**src/rtl/key_extract.sv**
```systemverilog
// key_extract: passive tap on a 64-bit packet stream that pulls the
// IPv4/UDP 5-tuple subset {src IP, dst IP, dst port} out of each packet,
// queues it in a small FIFO and issues it to a database stage one key at a
// time with at least one idle cycle between issues.
// Optional feature macro: KEY_EXTRACT_STATS_EN enables pkt_cnt/drop_cnt;
// without it both counters read as constant 0.
module key_extract #(
   parameter int          KEY_SIZE   = 96,
   parameter int          FIFO_DEPTH = 8,
   parameter logic [15:0] CTRL_PORT  = 16'd5000
) (
   input  logic                clk,
   input  logic                rst,
   input  logic [63:0]         s_axis_tdata,
   input  logic [7:0]          s_axis_tkeep,
   input  logic                s_axis_tvalid,
   input  logic                s_axis_tlast,
   output logic [KEY_SIZE-1:0] out_key,
   output logic [3:0]          out_flag,
   output logic                out_valid,
   input  logic                out_ready,
   output logic [31:0]         pkt_cnt,
   output logic [31:0]         drop_cnt
);

   localparam int PW = $clog2(FIFO_DEPTH);
   localparam logic [PW:0] DEPTH_C = (PW+1)'(FIFO_DEPTH);

   typedef enum logic [1:0] {IDLE, HDR, SKIP} state_t;

   state_t             r_state, w_state_nxt;
   logic [2:0]         r_beat, w_beat_nxt;
   logic               r_in_pkt;
   logic               w_enq, w_cap3;
   logic [7:0][7:0]    w_b;
   logic [31:0]        r_src;
   logic [15:0]        r_dst_hi;
   logic [15:0]        w_dport;
   logic [95:0]        w_key96;
   logic [KEY_SIZE-1:0] w_key;
   logic [3:0]         w_flag;

   logic [KEY_SIZE-1:0] r_mem_key  [FIFO_DEPTH];
   logic [3:0]          r_mem_flag [FIFO_DEPTH];
   logic [PW-1:0]       r_wr_ptr, r_rd_ptr;
   logic [PW:0]         r_count;
   logic                w_full, w_push, w_pop;
   logic                r_out_valid;
   logic [KEY_SIZE-1:0] r_out_key;
   logic [3:0]          r_out_flag;

   // Byte lanes are only ever inspected in full; tkeep carries no extra
   // information for the fixed-offset header fields we look at.
   logic w_unused;
   assign w_unused = &{1'b0, s_axis_tkeep};

   assign w_b = s_axis_tdata;

   // Tracks whether the previous valid beat left us inside a packet. It keeps
   // following the stream during reset so that a reset released mid-packet
   // does not mistake the next beat for a header; an idle stream while in
   // reset is taken as a packet boundary.
   always_ff @(posedge clk) begin
      if (rst)
         r_in_pkt <= s_axis_tvalid & ~s_axis_tlast;
      else if (s_axis_tvalid)
         r_in_pkt <= ~s_axis_tlast;
   end

   // Parser state register.
   always_ff @(posedge clk) begin
      if (rst) begin
         r_state <= IDLE;
         r_beat  <= '0;
      end else begin
         r_state <= w_state_nxt;
         r_beat  <= w_beat_nxt;
      end
   end

   // Parser next state: header checks on beats 1/2, capture on 3, key on 4.
   always_comb begin
      w_state_nxt = r_state;
      w_beat_nxt  = r_beat;
      w_enq       = 1'b0;
      w_cap3      = 1'b0;
      if (s_axis_tvalid) begin
         case (r_state)
            IDLE: begin
               if (s_axis_tlast)
                  w_state_nxt = IDLE;
               else if (r_in_pkt)
                  w_state_nxt = SKIP;
               else begin
                  w_state_nxt = HDR;
                  w_beat_nxt  = 3'd1;
               end
            end
            HDR: begin
               w_beat_nxt = r_beat + 3'd1;
               case (r_beat)
                  3'd1: if (!(w_b[4] == 8'h08 && w_b[5] == 8'h00 && w_b[6] == 8'h45))
                           w_state_nxt = SKIP;
                  3'd2: if (w_b[7] != 8'h11)
                           w_state_nxt = SKIP;
                  3'd3: w_cap3 = 1'b1;
                  3'd4: begin
                     w_enq       = 1'b1;
                     w_state_nxt = SKIP;
                  end
                  default: w_state_nxt = SKIP;
               endcase
               // A short packet ends here without a key.
               if (s_axis_tlast)
                  w_state_nxt = IDLE;
            end
            SKIP: if (s_axis_tlast) w_state_nxt = IDLE;
            default: w_state_nxt = IDLE;
         endcase
      end
   end

   // Hold the beat-3 address fields until beat 4 completes the key.
   always_ff @(posedge clk) begin
      if (rst) begin
         r_src    <= '0;
         r_dst_hi <= '0;
      end else if (w_cap3) begin
         r_src    <= {w_b[2], w_b[3], w_b[4], w_b[5]};
         r_dst_hi <= {w_b[6], w_b[7]};
      end
   end

   assign w_dport = {w_b[4], w_b[5]};
   assign w_key96 = {r_src, r_dst_hi, w_b[0], w_b[1], w_dport, 16'h0000};
   assign w_flag  = (w_dport == CTRL_PORT) ? 4'h2 : 4'h1;

   generate
      if (KEY_SIZE > 96) begin : g_pad
         assign w_key = {{(KEY_SIZE-96){1'b0}}, w_key96};
      end else begin : g_fit
         assign w_key = w_key96[95 -: KEY_SIZE];
      end
   endgenerate

   assign w_full = (r_count == DEPTH_C);
   assign w_push = w_enq & ~w_full;
   // Registered one-cycle pulse; blocking re-issue while high forces the gap.
   assign w_pop  = (r_count != '0) & out_ready & ~r_out_valid;

   // FIFO storage; a key arriving while full is discarded.
   always_ff @(posedge clk) begin
      if (w_push) begin
         r_mem_key[r_wr_ptr]  <= w_key;
         r_mem_flag[r_wr_ptr] <= w_flag;
      end
   end

   // FIFO pointers wrap naturally (power-of-two depth) and occupancy count.
   always_ff @(posedge clk) begin
      if (rst) begin
         r_wr_ptr <= '0;
         r_rd_ptr <= '0;
         r_count  <= '0;
      end else begin
         if (w_push) r_wr_ptr <= r_wr_ptr + 1'b1;
         if (w_pop)  r_rd_ptr <= r_rd_ptr + 1'b1;
         case ({w_push, w_pop})
            2'b10:   r_count <= r_count + 1'b1;
            2'b01:   r_count <= r_count - 1'b1;
            default: r_count <= r_count;
         endcase
      end
   end

   // Issue stage: key/flag stay put until the next pop replaces them.
   always_ff @(posedge clk) begin
      if (rst) begin
         r_out_valid <= 1'b0;
         r_out_key   <= '0;
         r_out_flag  <= '0;
      end else begin
         r_out_valid <= w_pop;
         if (w_pop) begin
            r_out_key  <= r_mem_key[r_rd_ptr];
            r_out_flag <= r_mem_flag[r_rd_ptr];
         end
      end
   end

   assign out_valid = r_out_valid;
   assign out_key   = r_out_key;
   assign out_flag  = r_out_flag;

`ifdef KEY_EXTRACT_STATS_EN
   logic [31:0] r_pkt_cnt, r_drop_cnt;

   // Wrapping counters of accepted and dropped keys.
   always_ff @(posedge clk) begin
      if (rst) begin
         r_pkt_cnt  <= '0;
         r_drop_cnt <= '0;
      end else begin
         if (w_push)          r_pkt_cnt  <= r_pkt_cnt + 32'd1;
         if (w_enq && w_full) r_drop_cnt <= r_drop_cnt + 32'd1;
      end
   end

   assign pkt_cnt  = r_pkt_cnt;
   assign drop_cnt = r_drop_cnt;
`else
   assign pkt_cnt  = 32'd0;
   assign drop_cnt = 32'd0;
`endif

endmodule
```
**config.mk**
```make
export PLATFORM = sky130hd
export DESIGN_NAME = key_extract
export DESIGN_NICKNAME = d
export VERILOG_FILES = /design/src/rtl/key_extract.sv
export SDC_FILE = /design/constraint.sdc
export NUM_CORES = 1
export LEC_CHECK = 0
export ABC_AREA = 0
export CORE_MARGIN = 5
export CORE_UTILIZATION = 31
export DETAILED_ROUTE_END_ITERATION = 8
export GPL_TIMING_DRIVEN = 0
export PLACE_DENSITY = 0.46
export SLEW_MARGIN = 10
export SYNTH_ARGS = -nofsm -noshare
export SYNTH_HDL_FRONTEND = slang
export SYNTH_SLANG_ARGS = --single-unit
```
**constraint.sdc**
```tcl
create_clock -name clk -period 26.2 [get_ports clk]
set_clock_uncertainty 0.2 [all_clocks]
set_input_delay 5.24 -clock clk [delete_from_list [all_inputs] [get_ports clk]]
set_output_delay 5.24 -clock clk [all_outputs]
set_load 0.1 [all_outputs]
```
==> results of run 1 <==
[worst max-delay path: stages]
cell             delay (ns)
clkdlybuf4s50_1        0.46
nor2b_1                0.26
nand2b_2               0.16
inv_2                  0.18
buf_4                  0.38
buf_2                  0.36
ha_1                   0.29
ha_1                   0.25
a21o_2                 0.20
a21oi_1                0.16
mux2i_1                0.21
mux2_2                 0.34
[kinds of logic after synthesis]
family	Yosys count	synth area share, %
muxes	249	14.8
adders and majority gates	11	0.474
DFF	803	73.9
other	1	0.0122
buffers and inverters	188	3.99
xor gates and xnor gates	5	0.143
AOI/OAI and AO/OA	149	3.25
and+or+nand+nor	244	3.39
[cells in the final DEF, fill, tap and decap left out, types with 3 or more instances in the layout]
master / instances
a211oi_1: 82
a21oi_1: 56
buf_1: 3
buf_12: 4
buf_2: 52
buf_4: 157
buf_6: 35
buf_8: 3
bufinv_16: 5
clkbuf_1: 56
clkbuf_16: 92
clkbuf_8: 12
clkdlybuf4s50_1: 150
clkinv_1: 4
clkinv_2: 9
clkinvlp_4: 3
conb_1: 82
dfxtp_1: 146
edfxtp_1: 657
ha_1: 10
inv_1: 10
inv_6: 3
mux2i_1: 84
mux4_2: 164
nand2_1: 106
nor2_1: 105
nor3_2: 3
nor4b_1: 5
xor2_1: 3
[per-layer routing]
| metal | routed length, µm | share of wire (%) | global-route usage, % | up-vias |
|---|---|---|---|---|
| met1 | 35200 | 44 | 20.2 | 8402 |
| li1 | - | - | - | 7194 |
| met2 | 38900 | 49 | 25.0 | 424 |
| met3 | 4350 | 5.5 | 2.86 | 90 |
| met4 | 1290 | 1.6 | 3.43 | 4 |
| met5 | 21 | 0.026 | 0 | - |
[state kept, by name (all words and copies together), names as in the netlist]
register / cells
out_flag: 2
out_key: 80
out_valid: 1
r_beat: 3
r_count: 4
r_dst_hi: 16
r_in_pkt: 1
r_mem_flag: 16
r_mem_key: 640
r_rd_ptr: 3
r_src: 32
r_state: 2
r_wr_ptr: 3
[worst min-delay path by stage]
stage,to,slack [ns],depth (start not counted)
floorplan,r_state[0],0.27,1
global placement,r_state[0],0.29,1
detailed placement,out_key[59],0.30,2
CTS,out_key[59],0.30,2
global route,out_key[59],0.32,2
finish,out_key[59],0.30,2
[layout make-up]
class	instances	area, µm²	share of cell area, %
clock inverter	25	279	0.737
tap	1287	1610	4.25
timing repair buffer	255	2400	6.33
buffer	176	1180	3.12
multi-input combinational	740	7120	18.8
antenna	2	5.00	0.0132
sequential	803	22700	59.8
clock buffer	135	2580	6.82
inverter	12	45.0	0.119
[metrics by stage]
step / cell area [µm²] / std cells / setup WS, ns / TNS (ns) / total power [mW]
3_3_place_gp: 34100 / 3168 / -0.800 / -121.46 / 1.48
2_1_floorplan: 31000 / 1731 / 11.08 / 0 / 1.46
5_1_grt: 37900 / 3433 / 17.87 / 0 / 2.77
6_report: 37900 / 3435 / 18.02 / 0 / 2.68
3_5_place_dp: 35000 / 3273 / 17.32 / 0 / 1.49
4_1_cts: 37900 / 3433 / 17.99 / 0 / 2.71
[report_power, final]
| part | switching, mW | total (mW) | internal (mW) |
|---|---|---|---|
| Combinational | 0.0714 | 0.0909 | 0.0195 |
| Clock | 0.491 | 1.22 | 0.729 |
| Sequential | 0.000456 | 1.37 | 1.37 |
==> impl_metrics.ini, run 1 <==
[synthesis]
synth-seq-cells = 803
ys_types = 51
netlist_area_mm2 = 0.0306
yosysMostFrequentCell = edfxtp_1
yosysTopAreaCell = edfxtp_1
yosys-top-cells-area = edfxtp_1 64%, mux4_2 12%, dfxtp_1 9.5%
synth_edf_count = 657
ys_warn_count = 0
synthFlopType = edfxtp_1
synth_cells = 1650
synthArstFlopShare_pct = 0
synthTopCellsByCount = 657 x edfxtp_1, 164 x mux4_2, 146 x dfxtp_1
ys_seq_area_share_pct = 73.9
netlist.area_leader.share_pct = 64.4
synth_area_per_cell_um2 = 18.6

[layout]
drive_above_1_share_pct = 26.1
syn_to_final_growth_pct = 23.6
final_core_util_pct = 38.5
num-fill-cells = 9018
final_nets = 2162

[critical_path]
start_kind = primary input
crit_path_start = out_ready
ff2ff_path_depth = 11
r2r_start = r_count[0]
crit_end = r_count[3]
r2r_slack_ns = 22.73
rr_endpoint = r_count[3]
crit_required_ns = 26.52
crit_fanout = 11
crit_type = primary input to flop
arrival_ns = 8.50
worstSetupEndpointType = flop

[grt]
grt_pass1_wl_um = 117000
grt_antenna_before_repair = 3
grt_start_max_net_pins = 21
grt_pass1_vias = 17100
grt.total_usage_pct = 14.9
grt_overflow = 0

[floorplanning]
start_util_pct = 31.2
fp.dieH_um = 324
die_w_um = 324
core_area_mm2 = 0.0983
rows = 115
die-area_mm2 = 0.105
ios = 242

[flow_run]
max_cap_viol_count = 0

[route]
ant_nets = 0
firstDrtPassIters = 5
drt-total-wl_um = 79700
dr_total_vias = 16100
drc = 0
wl_per_cell_um = 23.2
vias_per_cell = 4.69
first_iter_violations = 1136

[clocking]
cts_tree = built
worstSkewPairLatency_ns = 0.63
root_buffer = clkbuf_16
cts_sinks = 803
numCtsBuffers = 86
clk_path_buf_depth = 3
ctsHoldBuffers = 0
clkTransAtPathRegs_ns = 0.06
htree_levels = 3
post_cts.repair.setup_buffers = 0
ctsResizeCount = 0

[timing]
tightestPinTransition_ns = 1.15
hold_violations = 0
period_minus_slack_ns = 8.18
setup_viol = 0
finalMaxSlewViolations = 0
hold_slack_ns = 0.302
period_share_pct = 31.2
maxSlewHeadroom_pct = 23.6
rsz0062_at_grt = false
fmax_mhz = 122

[place]
dp_hpwl_um = 55700
portBuffers = 150
routabilityCongestion = 0.730

[min_path]
worstHoldStart = out_key[59]
holdCritPathClass = flop to flop

[status]
status = completed

[power]
p_leak_nw = 13.2
powerDensity_mw_per_mm2 = 70.7
irDropWorstVdd_mv = 0.0417
Note: power is estimated with default switching activity, not from simulation.
==> run 2, diff against run 1 <==
- clock period: 26.2 -> 8.05 ns (I/O delays scaled with it)
==> run 2 against run 1 <==
Effect of this change:
- clock-buffer cell count fell by 3
- critical path depth unchanged
- flip-flop and latch count stayed put
- core utilization rose by 0.25 points
- critical endpoint unchanged
- largest cell class unchanged
==> impl_metrics.ini, run 2 (same netlist as run 1, synthesis figures left out) <==
[critical_path]
crit_fanout = 10
start_kind = primary input
r2r_start = r_count[0]
rr_endpoint = r_count[3]
path_cells = clkdlybuf4s50_1, nor2b_1, nand2b_2, inv_2, buf_4, buf_2, ha_1, ha_1, a21o_2, a21oi_1, mux2i_1, mux2_2
r2r_slack_ns = 4.49
ff2ff_path_depth = 11
crit_type = primary input to flop
worstSetupEndpointType = flop
cpMaxStageDelayCell = clkdlybuf4s50_1
cpMostUsedCell = ha_1
critPathMaxStageDelay_ns = 0.45
crit_required_ns = 8.37
arrival_ns = 4.98

[layout]
final_cell_mix = 657 x edfxtp_1, 164 x mux4_2, 150 x clkdlybuf4s50_1
final_common_cell = edfxtp_1
syn_to_final_growth_pct = 24.4
regMostFlops = r_mem_key
final_nets = 2153
largest_reg_flops = 640
seqCellArea_mm2 = 0.0227
design_area_mm2 = 0.0381
drive_above_1_share_pct = 25.7
num-fill-cells = 8993
multi_input_area_mm2 = 0.00715

[power]
sw_frac_of_total_pct = 21.2
p_comb_share_pct = 3.4
p_int_mw = 6.88
powerDensity_mw_per_mm2 = 229
p_clk_share_pct = 45.7
p_leak_nw = 13.0
irDropWorstVdd_mv = 0.164
power_switching_mw = 1.85
p_seq_share_pct = 51.0

[timing]
fmax_mhz = 214
rsz0062_at_grt = false
period_share_pct = 58.0
period_minus_slack_ns = 4.67
finalMaxSlewViolations = 0
maxSlewHeadroom_pct = 19.4
hold_violations = 0
tightestPinTransition_ns = 1.21
hold_slack_ns = 0.300
setup_viol = 0

[status]
status = completed

[min_path]
holdCritPathClass = flop to flop
worstHoldStart = out_key[75]
hold_path_depth = 2
min_to = out_key[75]

[floorplanning]
core_area_mm2 = 0.0983
rows = 115
die_w_um = 324
start_util_pct = 31.2
fp.dieH_um = 324
ios = 242
die-area_mm2 = 0.105

[clocking]
post_cts.repair.setup_buffers = 0
ctsHoldBuffers = 0
htree_levels = 3
clkTransAtPathRegs_ns = 0.06
clk_path_buf_depth = 3
cts_sinks = 803
cts_tree = built
numCtsBuffers = 87
worstSkewPairLatency_ns = 0.64
root_buffer = clkbuf_16
ctsResizeCount = 0

[place]
dp_hpwl_um = 55900
portBuffers = 150
routabilityCongestion = 0.735
dpl-instance-area_mm2 = 0.0352

[grt]
grt.total_usage_pct = 14.9
grt_pass1_wl_um = 116000
grt_start_max_net_pins = 19
grt_pass1_vias = 16700
grt_antenna_before_repair = 5
grt_overflow = 0

[flow_run]
max_cap_viol_count = 0

[route]
drt-total-wl_um = 80100
ant_nets = 0
drc = 0
vias_per_cell = 4.68
dr_total_vias = 16000
firstDrtPassIters = 5
wl_per_cell_um = 23.3
first_iter_violations = 1142
==> run 2: changes by cell type in the layout (fill, tap and decap cells not counted), sizes merged <==
cell | previous run | this run
bufinv | 5 | 6
inv | 16 | 13
clkinv | 13 | 23
clkinvlp | 3 | 2
clkbuf | 162 | 159
buf | 254 | 244
==> run 2: area by class of cell <==
| type | instances | share of cell area (%) |
|---|---|---|
| clock buffers | 132 | 6.63 |
| diodes | 2 | 0.0131 |
| well taps | 1287 | 4.22 |
| repair buffers | 245 | 6.78 |
| multi-input cells | 740 | 18.8 |
| inverters | 12 | 0.118 |
| plain buffers | 176 | 3.09 |
| clock inverters | 32 | 0.971 |
| flip-flops and latches | 803 | 59.4 |
==> run 2: critical path, delay by kind of cell <==
family	cells	cell delay [ns]
buffers and inverters	4	1.36
AO/OA/AOI/OAI	2	0.38
AND/OR/NAND/NOR	2	0.48
multiplexers	2	0.59
adder cells (fa/ha/maj)	2	0.55
==> run 2: how the worst max path moves through the flow <==
stage / to / cells after the start / slack (ns) / from
6_report: r_count[3] / 12 / 3.38 / out_ready
5_1_grt: r_count[3] / 12 / 3.31 / out_ready
4_1_cts: r_count[3] / 12 / 3.43 / out_ready
3_5_place_dp: r_count[3] / 12 / 2.76 / out_ready
3_3_place_gp: r_mem_key[5][21] / 5 / -10.02 / s_axis_tvalid
2_1_floorplan: r_mem_flag[6][0] / 4 / -0.95 / s_axis_tvalid
==> run 2: per-stage QoR <==
step	cells	setup slack (ns)	power (mW)	TNS, ns	utilization, %
after floorplan	1731	-0.954	4.76	-237.57	-
after global placement	3168	-10.02	4.83	-4812.09	34.7
after detailed placement	3263	2.76	4.83	0	35.8
after CTS	3427	3.43	8.84	0	38.8
after global routing	3427	3.31	9.04	0	38.8
final	3429	3.38	8.74	0	38.8
==> run 2: power groups by stage <==
stage	Sequential, mW	Combinational [mW]	Clock, mW
after floorplan	4.54	0.216	0
after global placement	4.54	0.290	0
after detailed placement	4.54	0.293	0
after CTS	4.45	0.293	4.10
after global routing	4.45	0.305	4.28
final	4.45	0.295	3.99
==> run 2: metal layers <==
metal	up-vias	GRT usage (%)	routed length [µm]	share of wire, %
li1	7198	-	-	-
met1	8272	20.4	35500	44
met2	465	24.8	38600	48
met3	108	2.98	4520	5.6
met4	4	3.52	1360	1.7
met5	-	0	19	0.024
